File: src/rtl/instruction_fetch_queued_pkg.sv
// Shared fetch-stage definitions: redirect encodings, NOP word and a bit-width helper.
package instruction_fetch_queued_pkg;

  typedef enum logic [1:0] {
    RDR_NONE = 2'b00,
    RDR_BR   = 2'b01,
    RDR_J    = 2'b10,
    RDR_JR   = 2'b11
  } redirect_e;

  localparam logic [31:0] NOP = 32'h0000_0000;

  // Number of bits needed to hold 'value' (clogb2(2047) = 11).
  function automatic int clogb2(input int value);
    int v;
    int bits;
    v    = value;
    bits = 0;
    while (v > 0) begin
      bits = bits + 1;
      v    = v >> 1;
    end
    return bits;
  endfunction

endpackage

File: src/rtl/instruction_fetch_queued_fetch_queue.sv
// Synchronous FIFO for fetched {pc+4, instruction} pairs; flush empties it in one cycle.
module instruction_fetch_queued_fetch_queue #(
  parameter  int NB_DATA = 64,
  parameter  int DEPTH   = 4,
  localparam int NB_PTR  = $clog2(DEPTH),
  localparam int NB_CNT  = NB_PTR + 1
) (
  input  logic               i_clock,
  input  logic               i_reset,
  input  logic               i_push,
  input  logic [NB_DATA-1:0] i_data,
  input  logic               i_pop,
  input  logic               i_flush,
  output logic [NB_DATA-1:0] o_data,
  output logic [NB_CNT-1:0]  o_count,
  output logic               o_empty
);

  logic [NB_DATA-1:0] r_mem [DEPTH];
  logic [NB_PTR-1:0]  r_rd_ptr;
  logic [NB_PTR-1:0]  r_wr_ptr;
  logic [NB_CNT-1:0]  r_count;
  logic               w_full;
  logic               w_rd;
  logic               w_wr;

  assign o_empty = (r_count == '0);
  assign w_full  = (r_count == NB_CNT'(DEPTH));
  assign w_rd    = i_pop & ~o_empty;
  // A pop in the same cycle frees the slot, so a push into a full queue is allowed then.
  assign w_wr    = i_push & ~i_flush & (~w_full | w_rd);

  always_ff @(posedge i_clock) begin
    if (w_wr) begin
      r_mem[r_wr_ptr] <= i_data;
    end
  end

  always_ff @(posedge i_clock or posedge i_reset) begin
    if (i_reset) begin
      r_rd_ptr <= '0;
      r_wr_ptr <= '0;
      r_count  <= '0;
    end else if (i_flush) begin
      r_rd_ptr <= '0;
      r_wr_ptr <= '0;
      r_count  <= '0;
    end else begin
      if (w_wr) begin
        r_wr_ptr <= r_wr_ptr + NB_PTR'(1);
      end
      if (w_rd) begin
        r_rd_ptr <= r_rd_ptr + NB_PTR'(1);
      end
      case ({w_wr, w_rd})
        2'b10:   r_count <= r_count + NB_CNT'(1);
        2'b01:   r_count <= r_count - NB_CNT'(1);
        default: r_count <= r_count;
      endcase
    end
  end

  assign o_data  = r_mem[r_rd_ptr];
  assign o_count = r_count;

endmodule

File: src/rtl/instruction_fetch_queued.sv
// IF stage: free-running PC generator issuing into a 1-cycle sync RAM, responses buffered in a
// prefetch queue and handed to decode over valid/ready; redirects flush and re-steer the PC.
module instruction_fetch_queued
  import instruction_fetch_queued_pkg::*;
#(
  parameter  int          NB_REG      = 32,
  parameter  int          NB_INSTR    = 32,
  parameter  int          N_ADDR      = 2048,
  parameter  int          NB_INM_I    = 16,
  parameter  int          NB_INM_J    = 26,
  parameter  int          QUEUE_DEPTH = 4,
  parameter  int unsigned RESET_PC    = 0,
  localparam int          NB_ADDR     = clogb2(N_ADDR - 1)
) (
  input  logic                i_clock,
  input  logic                i_reset,
  input  logic                i_valid,
  input  logic [1:0]          i_redirect,
  input  logic [NB_REG-1:0]   i_redirect_base,
  input  logic [NB_INM_I-1:0] i_inm_i,
  input  logic [NB_INM_J-1:0] i_inm_j,
  input  logic [NB_REG-1:0]   i_rs,
  output logic [NB_ADDR-1:0]  o_imem_addr,
  output logic                o_imem_en,
  input  logic [NB_INSTR-1:0] i_imem_data,
  output logic [NB_INSTR-1:0] o_ir,
  output logic [NB_REG-1:0]   o_pc,
  output logic                o_ir_valid,
  input  logic                i_ir_ready,
  output logic                o_fetch_fault
);

  localparam int NB_CNT = $clog2(QUEUE_DEPTH) + 1;
  localparam int NB_Q   = NB_REG + NB_INSTR;
  localparam logic [NB_CNT:0] OCC_LIMIT = (NB_CNT + 1)'(QUEUE_DEPTH);

  logic [NB_REG-1:0]  r_pc;
  logic [NB_REG-1:0]  r_tag_pc;
  logic               r_tag_epoch;
  logic               r_epoch;
  logic               r_inflight;
  logic               r_fault;
  logic               r_run;

  logic               w_redirect;
  logic [NB_REG-1:0]  w_target;
  logic [NB_CNT:0]    w_occupancy;
  logic               w_issue;
  logic               w_push;
  logic               w_pop;
  logic [NB_Q-1:0]    w_q_wdata;
  logic [NB_Q-1:0]    w_q_head;
  logic [NB_CNT-1:0]  w_q_count;
  logic               w_q_empty;

  // Redirects only take effect while the stage is enabled.
  assign w_redirect = i_valid & (i_redirect != 2'b00);

  always_comb begin
    w_target = r_pc;
    case (redirect_e'(i_redirect))
      RDR_BR: w_target = i_redirect_base +
                         ({{(NB_REG - NB_INM_I){i_inm_i[NB_INM_I-1]}}, i_inm_i} << 2);
      RDR_J:  w_target = (i_redirect_base & {4'hF, {(NB_REG - 4){1'b0}}}) |
                         (NB_REG'(i_inm_j) << 2);
      RDR_JR: w_target = i_rs;
      default: w_target = r_pc;
    endcase
  end

  // Queue slots are reserved at issue time so a returning word always has room.
  assign w_occupancy = {1'b0, w_q_count} + {{NB_CNT{1'b0}}, r_inflight};
  assign w_issue     = r_run & i_valid & ~r_fault & ~w_redirect & (w_occupancy < OCC_LIMIT);

  assign w_push    = r_inflight & (r_tag_epoch == r_epoch) & ~w_redirect;
  assign w_pop     = ~w_q_empty & i_ir_ready;
  assign w_q_wdata = {r_tag_pc + NB_REG'(4), i_imem_data};

  always_ff @(posedge i_clock or posedge i_reset) begin
    if (i_reset) begin
      r_pc        <= NB_REG'(RESET_PC);
      r_tag_pc    <= '0;
      r_tag_epoch <= 1'b0;
      r_epoch     <= 1'b0;
      r_inflight  <= 1'b0;
      r_fault     <= 1'b0;
      r_run       <= 1'b0;
    end else begin
      r_run      <= 1'b1;
      r_inflight <= w_issue;
      if (w_issue) begin
        r_tag_pc    <= r_pc;
        r_tag_epoch <= r_epoch;
      end
      if (w_redirect) begin
        r_pc    <= w_target;
        r_epoch <= ~r_epoch;
        r_fault <= (w_target[1:0] != 2'b00);
      end else if (w_issue) begin
        r_pc <= r_pc + NB_REG'(4);
      end
    end
  end

  instruction_fetch_queued_fetch_queue #(
    .NB_DATA (NB_Q),
    .DEPTH   (QUEUE_DEPTH)
  ) u_fetch_queue (
    .i_clock (i_clock),
    .i_reset (i_reset),
    .i_push  (w_push),
    .i_data  (w_q_wdata),
    .i_pop   (w_pop),
    .i_flush (w_redirect),
    .o_data  (w_q_head),
    .o_count (w_q_count),
    .o_empty (w_q_empty)
  );

  assign o_imem_addr   = r_pc[NB_ADDR+1:2];
  assign o_imem_en     = w_issue;
  assign o_ir_valid    = ~w_q_empty;
  assign o_ir          = w_q_empty ? NB_INSTR'(NOP) : w_q_head[NB_INSTR-1:0];
  assign o_pc          = w_q_empty ? '0 : w_q_head[NB_Q-1:NB_INSTR];
  assign o_fetch_fault = r_fault;

endmodule

File: config.mk
export PLATFORM = sky130hd
export DESIGN_NAME = instruction_fetch_queued
export DESIGN_NICKNAME = d
export VERILOG_FILES = /design/src/rtl/instruction_fetch_queued_pkg.sv /design/src/rtl/instruction_fetch_queued_fetch_queue.sv /design/src/rtl/instruction_fetch_queued.sv
export SDC_FILE = /design/constraint.sdc
export NUM_CORES = 1
export LEC_CHECK = 0
export ABC_AREA = 1
export CORE_AREA = 2 2 195 197
export DETAILED_ROUTE_END_ITERATION = 8
export DIE_AREA = 0 0 197 199
export PLACE_DENSITY = 0.7
export SLEW_MARGIN = 20
export SYNTH_ARGS = -nofsm -noshare
export SYNTH_HDL_FRONTEND = slang
export SYNTH_SLANG_ARGS = --single-unit
export TNS_END_PERCENT = 10
File: constraint.sdc
create_clock -name i_clock -period 4.37 [get_ports i_clock]
set_clock_uncertainty 0.1 [all_clocks]
set_input_delay 0.874 -clock i_clock [delete_from_list [all_inputs] [get_ports i_clock]]
set_output_delay 0.874 -clock i_clock [all_outputs]
set_load 0.005 [all_outputs]
==> results.json <==
{
  "cts-root-buf": "clkbuf_16",
  "hold_path.class": "reg2reg",
  "numCtsBuffers": 31,
  "final_cell_count_no_fill": 2628,
  "synth_edf_count": 256,
  "path_max_fanout": 76,
  "clkSinkCount": 332,
  "yosysTopAreaCell": "edfxtp_1",
  "grt.total_usage": 0.223,
  "rsz0062_at_grt": "no",
  "place_congestion": 0.948,
  "grt_pass1_vias": 13420,
  "hold_viol_final": 0,
  "antenna_found_initial": 0,
  "grt_pass1_wl_um": 69400,
  "wl_met2_um": 21600,
  "drive_gt1_frac": 0.0562,
  "path_clk_slew_ns": 0.06,
  "required_ns": 3.40,
  "wl_met3_um": 2440,
  "drt_iter0_markers": 882,
  "max_slew_margin": 0.349,
  "most-common-layout-cells": "391 x nand2_1, 359 x nor2_1, 256 x edfxtp_1",
  "synth_area_leaders": "edfxtp_1 45%, dfrtp_1 11%, nand2_1 8.5%, nor2_1 7.9%, o21ai_0 5.3%",
  "antennaDiodeCount": 0,
  "cts.repair.resized": 0,
  "netlist_instances": 1940,
  "postCtsHoldBufs": 0,
  "ys_ff_latch": 332,
  "area_growth_syn_to_layout_pct": 21.6,
  "syn_nets": 2125,
  "route.final.wire_length_um": 44100,
  "placed_area_um2": 19900,
  "netlist.area_leader.share": 0.447,
  "period_minus_slack_ns": 3.84,
  "worstPathArrival_ns": 2.86,
  "power_w": 0.0106,
  "die_w_um": 197,
  "grt-ovfl-total": 0,
  "grt_max_degree": 77,
  "dp_cells": 2571,
  "synth-async-reset-ratio": 0.229,
  "start_kind": "flop",
  "portBuffers": 221,
  "crit_type": "reg2out",
  "status": "finished, final reports clean",
  "viasPerCell": 5.18,
  "cts_tree": "done",
  "syn_area_per_cell_um2": 8.87,
  "stdcell_area_um2": 20900,
  "vdd_ir_drop_max_mv": 0.330,
  "clk_latency_ns": 0.56,
  "cp_slowest_cell": "dfrtp_4",
  "worstSetupEndpointType": "output port",
  "synth_warnings": 0,
  "detail_route.first_pass.iterations": 5,
  "fin_hold_ws_ns": 0.403,
  "top_layer_used": "met4",
  "ys_seq_area_frac": 0.557,
  "num-nets-final": 2315,
  "design.die.area_um2": 39200,
  "synth-main-ff-cell": "edfxtp_1",
  "drc_errors": 0,
  "drtAntennaViolNets": 0,
  "synthDistinctLibCells": 46,
  "cts_buffer_depth": 3,
  "p_per_area_nw_per_um2": 508,
  "slowest_delay_ns": 0.59,
  "vias": 13609,
  "avgRoutedWirePerCell_um": 16.8,
  "rows": 71,
  "max_cap_viol_count": 0,
  "ios": 222,
  "design.core.area_um2": 37100,
  "max_clock_freq_mhz": 261,
  "die_h_um": 199,
  "nFillCells": 3262,
  "post_cts_buffers": 0,
  "maxSlewViolCount": 0,
  "leakage_nw": 8.29,
  "htreeDepth": 1,
  "syn-cell-area_um2": 17200,
  "wl_met1_um": 19100,
  "post-dp-hpwl_um": 30800,
  "tns_ns": 0,
  "fin_crit_sh": 0.878,
  "worst_slew_pin_slew_ns": 0.976,
  "path_cells": "inv_2 > buf_4 > o21ai_0 > a21oi_1 > clkdlybuf4s50_1",
  "setup_viol": 0,
  "final_common_cell": "nand2_1",
  "initial_core_util": 0.463
}
-- cell type report --
class / instances / area (µm²) / share of cell area
well taps: 474 / 593 / 0.0284
multi-input cells: 1344 / 6600 / 0.316
clock buffers: 42 / 877 / 0.0419
repair buffers: 245 / 2450 / 0.117
inverters: 176 / 661 / 0.0316
clock inverters: 15 / 138 / 0.00658
flip-flops and latches: 332 / 9590 / 0.459
-- registers in the layout, indices dropped and copies added, names as in the netlist --
signal / count
u_fetch_queue.o_count: 3
u_fetch_queue.r_wr_ptr: 2
u_fetch_queue.r_rd_ptr: 2
r_tag_epoch: 1
r_epoch: 1
r_run: 1
r_inflight: 1
u_fetch_queue.r_mem: 256
o_fetch_fault: 1
r_pc: 32
r_tag_pc: 32
-- per-stage QoR --
stage                     setup slack (ns)  utilization
final                                0.533        0.563
after global routing                 0.366        0.563
after CTS                            0.506        0.563
after detailed placement             0.746        0.536
after global placement               0.757        0.536
after floorplan                     -0.443            -
-- cell families after synthesis --
| logic type | Yosys count | share of synthesized area |
|---|---|---|
| buffers and inverters | 264 | 0.0607 |
| other | 1 | 0.000218 |
| AO/OA/AOI/OAI | 353 | 0.109 |
| flip-flops | 332 | 0.557 |
| adder cells (fa/ha/maj) | 41 | 0.0307 |
| XOR/XNOR | 46 | 0.0234 |
| AND/OR/NAND/NOR | 903 | 0.218 |
-- path summary, 6_finish.rpt --
check	start	end	cells after the start	slack [ns]
worst max-delay path	u_fetch_queue.r_rd_ptr[0]	o_pc[24]	5	0.53
worst max register to register	u_fetch_queue.o_count[0]	u_fetch_queue.o_count[2]	12	1.81
max in group asynchronous	i_reset	r_pc[30]	3	2.76
worst min-delay path	r_tag_epoch	r_tag_epoch	2	0.40
min in group asynchronous	i_reset	u_fetch_queue.o_count[2]	2	0.62
worst min register to register	r_tag_epoch	r_tag_epoch	2	0.40
-- cells in the mapped netlist, types with 3 or more instances --
cell type	count
a21oi_1	131
nor2_2	3
nor2_4	6
xnor2_1	5
or2_2	9
nor3_1	28
nor2_1	363
clkbuf_1	50
xor2_1	41
buf_2	6
edfxtp_1	256
a221oi_1	6
buf_1	20
dfrtp_1	76
o211ai_1	3
a31oi_1	3
o21ai_0	182
nand3b_1	6
buf_4	12
ha_1	39
nand2_2	5
a22oi_1	3
inv_1	172
o21bai_1	5
nand3_1	67
nand4_1	11
inv_2	4
a22o_1	11
nand2_1	391
-- metal layers --
metal,vias up,GRT usage
met5,-,0
met1,6325,0.286
met3,56,0.0273
li1,6829,-
met2,399,0.401
met4,0,0.0585
-- worst max-delay path, delay by kind of cell, from the launching register on --
kind / cells / cell delay [ns]
buffers and inverters: 3 / 1.17
DFF: 1 / 0.59
AOI/OAI and AO/OA: 2 / 0.50
-- where the power goes --
group | total, W | leakage (nW) | switching [W] | internal, W
clock | 0.00265 | 0.491 | 0.00113 | 0.00152
combinational | 0.00371 | 4.56 | 0.00207 | 0.00163
sequential | 0.00427 | 3.24 | 0.000380 | 0.00389
Power figures use the tool's default switching activity.
